### config.mk
export PLATFORM = sky130hd
export DESIGN_NAME = logistic_array_engine
export DESIGN_NICKNAME = d
export VERILOG_FILES = /design/src/rtl/logistic_array_engine_pkg.sv /design/src/rtl/logistic_array_engine_mult.sv /design/src/rtl/logistic_array_engine.sv
export SDC_FILE = /design/constraint.sdc
export NUM_CORES = 1
export LEC_CHECK = 0
export ABC_AREA = 0
export CAP_MARGIN = 10
export CORE_ASPECT_RATIO = 1.4
export CORE_MARGIN = 2
export CORE_UTILIZATION = 65
export CTS_CLUSTER_DIAMETER = 50
export DETAILED_ROUTE_END_ITERATION = 12
export HOLD_SLACK_MARGIN = 0.15
export MAX_ROUTING_LAYER = met4
export PLACE_DENSITY_LB_ADDON = 0.15
export SETUP_SLACK_MARGIN = 0.3
export SLEW_MARGIN = 40
export SYNTH_ARGS = -nofsm -noshare
export SYNTH_HDL_FRONTEND = slang
export SYNTH_SLANG_ARGS = --single-unit
### constraint.sdc
create_clock -name CLK -period 12.4 [get_ports CLK]
set_input_delay 2.48 -clock CLK [delete_from_list [all_inputs] [get_ports CLK]]
set_output_delay 2.48 -clock CLK [all_outputs]
set_load 0.01 [all_outputs]
### src/rtl/logistic_array_engine_pkg.sv
// logistic_pkg: FSM states and fixed-point width helpers for the logistic array engine
package logistic_pkg;
  typedef enum logic [2:0] {
    S_IDLE, S_INIT, S_M1S, S_M1W, S_M2S, S_M2W, S_WB, S_DONE
  } state_t;
  function automatic int xw_of(input int w);
    return w + 1;
  endfunction
  function automatic int mw_of(input int w);
    return w + 3;
  endfunction
  function automatic longint one_of(input int w);
    return longint'(1) << w;
  endfunction
endpackage

### src/rtl/logistic_array_engine_mult.sv
// logistic_seq_mult: radix-2 shift-add unsigned MWxMW multiplier, result MW cycles after go
module logistic_seq_mult #(
  parameter int MW = 19
) (
  input  logic            CLK,
  input  logic            RST,
  input  logic            go,
  input  logic [MW-1:0]   a,
  input  logic [MW-1:0]   b,
  output logic [2*MW-1:0] prod,
  output logic            mult_done
);
  localparam int CW = $clog2(MW + 1);
  logic [2*MW-1:0] mcand, acc, m_c, acc_n;
  logic [MW-1:0]   mplier, p_c;
  logic [CW-1:0]   cnt;
  logic            active, fin;
  // the go edge already performs the first partial-product step
  always_comb begin
    m_c   = go ? {{MW{1'b0}}, a} : mcand;
    p_c   = go ? b : mplier;
    acc_n = (go ? '0 : acc) + (p_c[0] ? m_c : '0);
    fin   = !go && cnt == CW'(MW - 1);
  end
  always_ff @(posedge CLK) begin
    if (!RST) begin
      mcand     <= '0;
      mplier    <= '0;
      acc       <= '0;
      cnt       <= '0;
      active    <= 1'b0;
      prod      <= '0;
      mult_done <= 1'b0;
    end else begin
      mult_done <= 1'b0;
      if (go || active) begin
        acc    <= acc_n;
        mcand  <= m_c << 1;
        mplier <= p_c >> 1;
        cnt    <= go ? CW'(1) : cnt + CW'(1);
        active <= !fin;
        if (fin) begin
          prod      <= acc_n;
          mult_done <= 1'b1;
        end
      end
    end
  end
endmodule

### src/rtl/logistic_array_engine.sv
// logistic_array_engine: NCH-channel logistic-map iterator sharing one sequential multiplier
// LOGISTIC_SAT_EN clamps each new x to 1.0 when the scaled product overflows it.
module logistic_array_engine
  import logistic_pkg::*;
#(
  parameter int W      = 16,
  parameter int NCH    = 7,
  parameter int ITER_W = 9,
  parameter int CH_W   = (NCH > 1) ? $clog2(NCH) : 1
) (
  input  logic                CLK,
  input  logic                RST,
  input  logic                start,
  input  logic [W+2:0]        mu,
  input  logic [ITER_W-1:0]   times,
  input  logic [W:0]          x0_base,
  output logic                busy,
  output logic                done,
  input  logic [CH_W-1:0]     rd_ch,
  output logic [W:0]          rd_x
);
  localparam int XW = xw_of(W);
  localparam int MW = mw_of(W);
  localparam logic [MW-1:0] ONE = MW'(one_of(W));
  state_t              state;
  logic [XW-1:0]       x [NCH];
  logic [MW-1:0]       mu_q, a_m, b_m;
  logic [ITER_W-1:0]   times_q, iter;
  logic [CH_W-1:0]     ch;
  logic [W+1:0]        t_q;
  logic [XW-1:0]       y_q, y_c;
  logic [2*MW-1:0]     prod;
  logic                mult_done, go, last, fin;
  logic                unused_bits;
  assign go          = state == S_M1S || state == S_M2S;
  assign last        = ch == CH_W'(NCH - 1);
  assign fin         = last && (iter + ITER_W'(1)) == times_q;
  assign unused_bits = ^{prod[W-1:0], prod[2*MW-1:2*W+2]};
  assign rd_x        = ({1'b0, rd_ch} < (CH_W+1)'(NCH)) ? x[rd_ch] : '0;
  always_comb begin
    a_m = state == S_M1S ? MW'(x[ch]) : mu_q;
    b_m = state == S_M1S ? ONE - MW'(x[ch]) : MW'(t_q);
`ifdef LOGISTIC_SAT_EN
    y_c = prod[2*W+2:W] > ONE ? ONE[XW-1:0] : prod[2*W:W];
`else
    y_c = prod[2*W:W];
`endif
  end
  logistic_seq_mult #(.MW(MW)) u_mult (
    .CLK(CLK), .RST(RST), .go(go), .a(a_m), .b(b_m), .prod(prod), .mult_done(mult_done)
  );
  always_ff @(posedge CLK) begin
    if (!RST) begin
      state   <= S_IDLE;
      busy    <= 1'b0;
      done    <= 1'b0;
      mu_q    <= '0;
      times_q <= '0;
      iter    <= '0;
      ch      <= '0;
      t_q     <= '0;
      y_q     <= '0;
      for (int i = 0; i < NCH; i++) x[i] <= '0;
    end else begin
      case (state)
        S_IDLE: if (start) begin
          mu_q    <= mu;
          times_q <= times;
          busy    <= 1'b1;
          state   <= S_INIT;
        end
        S_INIT: begin
          for (int i = 0; i < NCH; i++) x[i] <= x0_base + XW'(i);
          ch    <= '0;
          iter  <= '0;
          done  <= times_q == '0;
          state <= times_q == '0 ? S_DONE : S_M1S;
        end
        S_M1S: state <= S_M1W;
        S_M1W: if (mult_done) begin
          t_q   <= prod[2*W+1:W];
          state <= S_M2S;
        end
        S_M2S: state <= S_M2W;
        S_M2W: if (mult_done) begin
          y_q   <= y_c;
          state <= S_WB;
        end
        S_WB: begin
          x[ch] <= y_q;
          ch    <= last ? '0 : ch + CH_W'(1);
          iter  <= last ? iter + ITER_W'(1) : iter;
          done  <= fin;
          state <= fin ? S_DONE : S_M1S;
        end
        S_DONE: begin
          busy  <= 1'b0;
          done  <= 1'b0;
          state <= S_IDLE;
        end
        default: state <= S_IDLE;
      endcase
    end
  end
endmodule

==> Yosys cells after proc, flatten, opt, wreduce, memory -nomap -nowiden <==
Memory sizes are Yosys's and may differ from the RTL's. A register that Yosys moved wholly into a read port is not among the register bits.
Index checks and enable logic that the tools add are counted.
{ "word_totals": {"ram_bits": 119, "in_bits": 51, "regBits": 214, "output_inout_bits": 19, "elab_cells": 111, "mem_count": 1} }
{ "mem_list": {"columns": ["memory", "depth", "word_bits", "rd", "rd_ports_with_merged_regs", "wr", "line_no", "text"], "rows": [
  ["x", 7, 17, 2, 1, 7, "logistic_array_engine.sv:26", "logic [XW-1:0] x [NCH];"]
]} }
{ "classes": {"n_bitwise": 7, "addsub": 11, "muxes": 41, "reduce_logical": 20, "n_eq_ne": 14, "magnitude_cmp": 1} }
{ "ops": {"columns": ["operator", "count"], "rows": [
  ["17-bit two-way mux", 9],
  ["38-bit two-way mux", 3],
  ["19-bit two-way mux", 3],
  ["17-bit by 3-bit adder with 17-bit output (second input constant)", 3],
  ["38-bit adder", 1],
  ["17-bit by 2-bit adder with 17-bit output (second input constant)", 2],
  ["3-bit two-way mux", 9],
  ["3-bit one-hot mux with 8 select lines", 1],
  ["9-bit one-hot mux with 2 select lines", 1],
  ["17-bit by 17-bit subtractor with 18-bit output (first input constant)", 1],
  ["17-bit by 1-bit adder with 17-bit output (second input constant)", 1],
  ["17-bit OR reduction", 1],
  ["3-bit equality test (second input constant)", 5],
  ["2-bit AND reduction", 7],
  ["1-bit two-way mux", 10],
  ["9-bit by 1-bit adder with 9-bit output (second input constant)", 1],
  ["9-bit equality test", 1],
  ["9-bit zero test", 1],
  ["9-bit two-way mux", 1],
  ["1-bit bitwise OR", 7],
  ["3-bit by 2-bit equality test with 1-bit output (second input constant)", 2],
  ["3-bit one-hot mux with 2 select lines", 1],
  ["5-bit by 1-bit adder with 5-bit output (second input constant)", 1],
  ["5-bit equality test (second input constant)", 1],
  ["other kinds (15)", 21]
]} }

==> Longest topological paths before layout <==
{ "logic_depth": {"depth_word": 6, "mapped_depth": 18, "ltp_nobuf": 15} }

==> By module <==
From an unflattened synthesis, not the netlist that was laid out.
{ "hier_totals": {"hier_cells": 2494, "hier_area_um2": 21778.4} }
{ "by_module_without_submodules": {"columns": ["module", "seq_area_each_um2", "instances", "area_each_um2", "cells_each"], "rows": [
  ["logistic_array_engine", 5745.5, 1, 13396.6, 1410],
  ["logistic_seq_mult", 2762.6, 1, 8381.8, 1084]
]} }

==> Least setup slack after synthesis <==
Ideal clock, no wire load.
{ "synth_path": {"path_kind": "input to output", "from": "input rd_ch[0]", "to": "output rd_x[11]", "setup_slack_ns": 5.688, "n_path_buf": 2, "required_time_ns": 9.920, "arrival_time_ns": 4.232, "cell_stages": 4, "path_cell_list": "clkbuf_1 -> buf_1 -> mux4_2 -> mux2_2"} }
{ "synth_via": {"elab_chain_len": 2, "elab_cells_between_ends": 3, "classes_between": "1 x order compare; 1 x mux; 1 x memory"} }
{ "synth_rtl": {"columns": ["item", "line_no", "text"], "rows": [
  ["start: declaration", "logistic_array_engine.sv:19", "input logic [CH_W-1:0] rd_ch,"],
  ["memory read 7 x 17 bit / 3-bit < comparator (equally long branches)", null, null],
  ["17-bit two-way mux *", "logistic_array_engine.sv:39", "assign rd_x = ({1'b0, rd_ch} < (CH_W+1)'(NCH)) ? x[rd_ch] : '0;"],
  ["end: declaration", "logistic_array_engine.sv:20", "output logic [W:0] rd_x"]
]} }
Every way passes the cells marked *; elsewhere a longest branch is shown, timed or not.

==> Worst setup path in the final report <==
{ "layout_path": {"from": "input rd_ch[2]", "to": "output rd_x[10]"} }
Same word-level chain as after synthesis.

==> run_results.csv <==
group,metric,value,unit
final_layout,final_common_cell,"nand2_1",
routing,drt_wl_total,58.2,mm
worst_setup_path,critPathLaunchType,"primary input",
cts,hold_buffers,0,
cts,cts-htree-levels,2,
cts,cts_buffers,36,
synthesis,async_flop_share,0,%
power,power_density,150,mW/mm^2
global_route,gr-total-overflow,0,
final_layout,num-fill-cells,2208,
synthesis,synth_area,0.0193,sq mm
synthesis,synth_fa_ha_area_share,3.02,%
synthesis,ys_ff_latch,329,
worst_setup_path,path_class,"primary input to output pin",
power,peakVddDrop,138,uV
place,gp_congestion,0.927,
timing,setup_viol,0,
worst_setup_path,end_kind,"output pin",
power,combPwrFrac,22.8,%
worst_setup_path,crit_end,"rd_x[10]",
timing,hold_slack,438,ps
worst_setup_path,crit_top_cell,"clkdlybuf4s50_1",
synthesis,synth.mux.area_fraction,10.5,%
synthesis,synth-simple-area-share,18.3,%
synthesis,synth_cell_type_count,85,
cts,clk_latency,550,ps
timing,final.min_clock_period,7090,ps
job,drv_cap,0,
synthesis,syn_avg_cell_area,8.92,sq um
final_layout,fin_cells,2553,
synthesis,synth_top_family_by_area,"simple AND/OR/NAND/NOR gates",
cts,cts_tree,"done",
floorplan,rows,74,
routing,num_vias,17000,
power,power_switching,1.02,mW
floorplan,die-area,0.0311,sq mm
routing,drtAntennaViolNets,0,
cts,cts_resized,0,
cts,cts_root_buf,"clkbuf_16",
timing,hold_viol,0,
floorplan,io_pins,70,
synthesis,ys_seq_area_share,41.2,%
worst_setup_path,arrival,4610,ps
synthesis,synth_xor_area_share,6.17,%
timing,worst_pin_slew,819,ps
synthesis,synth-edff-count,136,
routing,wl_per_cell,22.8,um
routing,drtIter0Drc,1645,
routing,vias_per_cell,6.65,
final_layout,final_area,0.0213,sq mm
place,numPortBuffers,69,
timing,skew,26.7,ps
worst_setup_path,crit_start,"rd_ch[2]",
timing,max_freq,141,MHz
power,intPower,2.16,mW
global_route,grt_first_pass_wirelength,89.5,mm
timing,rsz0062_at_grt,"false",
cts,postCtsSetupBuffers,0,
place,dpl_cell_area,0.0201,sq mm
power,power_switching_share,32.0,%
worst_setup_path,r2r-end,"u_mult.acc[33]",
global_route,grt_max_degree,82,
timing,slew_headroom,45.4,%
global_route,grt_pass1_vias,16500,
place,hpwl,39.2,mm
power,leakage,7.60,nW
synthesis,synth_ff_type,"dfxtp_1",
timing,final_max_slew_viol_count,0,
worst_setup_path,reg2reg_depth,17,
status,outcome,"complete, no violations",
power,sequentialPowerShare,42.7,%
place,place_ws,5350,ps
final_layout,diodes,0,
final_layout,final_cell_mix,"440 x nand2_1, 191 x dfxtp_1, 181 x a21oi_1, 162 x o21ai_0, 156 x nor2_1",
timing,period_share,57.2,%
final_layout,syn2layout_area_growth,10.4,%
routing,first_pass_iters,6,
worst_setup_path,crit_required,9920,ps
timing,finalSetupTns,0,ps
floorplan,die_y,208,um
synthesis,ys.warnings.count,0,
worst_setup_path,slowest_stage,"clkdlybuf4s50_1",
hold_path,hold_path_class,"flip-flop to flip-flop",
worst_setup_path,path_cells,"clkdlybuf4s50_1, buf_4, or2_2, o21ai_0, a21oi_1, clkdlybuf4s50_1",
power,clkPwrFrac,34.5,%
floorplan,core,0.0292,sq mm
worst_setup_path,worst_path_largest_cell_delay,610,ps
routing,drc,0,
floorplan,die_x,150,um
hold_path,hold-path-cell-count,2,
synthesis,synthesis.nets,2261,
floorplan,initial_core_util,66.2,%
global_route,antenna_found_initial,0,
global_route,track_usage,38.1,%
timing,layout_setup_ws,5310,ps
final_layout,nNetsFinal,2242,
cts,cts_num_sinks,329,
cts,cts_max_path_buffers,3,
cts,cts.clk_slew.worst_paths,70,ps
worst_setup_path,worstPathMaxFanout,28,
final_layout,drive_gt1_share,9.71,%
synthesis,syn-instance-count,2164,
place,dpl.cell_count,2487,
synthesis,synth_compound_area_share,16.9,%
worst_setup_path,rrSetupSlack,6900,ps
## stage by stage
step / util (%) / total power [mW]
final: 73.0 / 3.19
after global placement: 68.7 / 2.06
after floorplan: - / 1.83
after detailed placement: 68.9 / 2.09
after global routing: 73.0 / 3.29
after CTS: 73.0 / 3.17
## state kept, by name (all words and copies together) (netlist names), named ones only
signal and flops:
u_mult.mcand 33, u_mult.active 1, u_mult.acc 34, t_q 18, times_q 9, mu_q 19
iter 9, u_mult.cnt 5, state 3, u_mult.prod 18, busy 1, ch 3
u_mult.mplier 18, y_q 17, x 136, done 1, u_mult.mult_done 1
## power groups by stage
stage,clock network (mW),logic [mW],registers [mW]
2_1_floorplan,0,0.492,1.34
3_3_place_gp,0,0.691,1.37
3_5_place_dp,0,0.708,1.38
4_1_cts,1.10,0.713,1.36
5_1_grt,1.14,0.773,1.37
6_report,1.10,0.725,1.36
## Yosys cell counts (all sizes together) (7+ instances only)
| master | number | area [sq um] |
|---|---|---|
| ha | 45 | 563 |
| a221oi | 14 | 129 |
| o211ai | 15 | 118 |
| o21a | 8 | 60.1 |
| edfxtp | 136 | 4080 |
| nor4 | 7 | 50.1 |
| a31oi | 20 | 125 |
| mux4 | 51 | 1200 |
| and2 | 39 | 244 |
| or3 | 10 | 67.6 |
| nor2b | 11 | 68.8 |
| a211oi | 18 | 135 |
| nor3 | 28 | 150 |
| nand2 | 443 | 1660 |
| nand3 | 37 | 185 |
| xor2 | 57 | 499 |
| clkbuf | 121 | 458 |
| a21oi | 181 | 906 |
| buf | 36 | 224 |
| and3 | 24 | 150 |
| o21ai | 173 | 870 |
| dfxtp | 193 | 3860 |
| nand2b | 14 | 87.6 |
| a21o | 23 | 173 |
| xnor2 | 79 | 692 |
| nor2 | 166 | 626 |
| mux2 | 28 | 315 |
| a22o | 26 | 228 |
| inv | 22 | 82.6 |
| nand4 | 16 | 100 |
| mux2i | 46 | 509 |
## cell families after synthesis
kind of cell               after synthesis
AOI/OAI and AO/OA                      535
xor gates and xnor gates               136
adders and majority gates               46
buffers and inverters                  180
DFF                                    329
muxes                                  125
and+or+nand+nor                        813
## per-layer routing
layer	GRT usage (%)	share of wire [%]	wire (um)
met3	5.78	8.1	4730
met1	42.9	35	20400
met4	23.8	7.2	4190
met5	-	0	0
met2	63.0	50	28900
## layout make-up
| type | instances | area, sq um | share of cell area, % |
|---|---|---|---|
| multi-input cells | 1655 | 10700 | 50.1 |
| flip-flops and latches | 329 | 7950 | 37.3 |
| clock buffers | 46 | 985 | 4.62 |
| repair buffers | 100 | 923 | 4.33 |
| well taps | 380 | 475 | 2.23 |
| clock inverters | 20 | 200 | 0.940 |
| inverters | 23 | 88.8 | 0.417 |
## critical path, delay by kind of cell
kind	cells	cell delay, ps
AND/OR/NAND/NOR	1	220
buffers and inverters	3	1430
AO/OA/AOI/OAI	2	460
## how the worst min path moves through the flow
stage	start	to	slack, ps
2_1_floorplan	y_q[7]	x[7][7]	400
3_3_place_gp	u_mult.mplier[8]	u_mult.mplier[8]	420
3_5_place_dp	u_mult.mplier[9]	u_mult.mplier[9]	430
4_1_cts	u_mult.mplier[9]	u_mult.mplier[9]	440
5_1_grt	u_mult.mplier[9]	u_mult.mplier[9]	460
6_report	u_mult.mplier[9]	u_mult.mplier[9]	440
No activity file was read; power rests on OpenSTA's default activity.
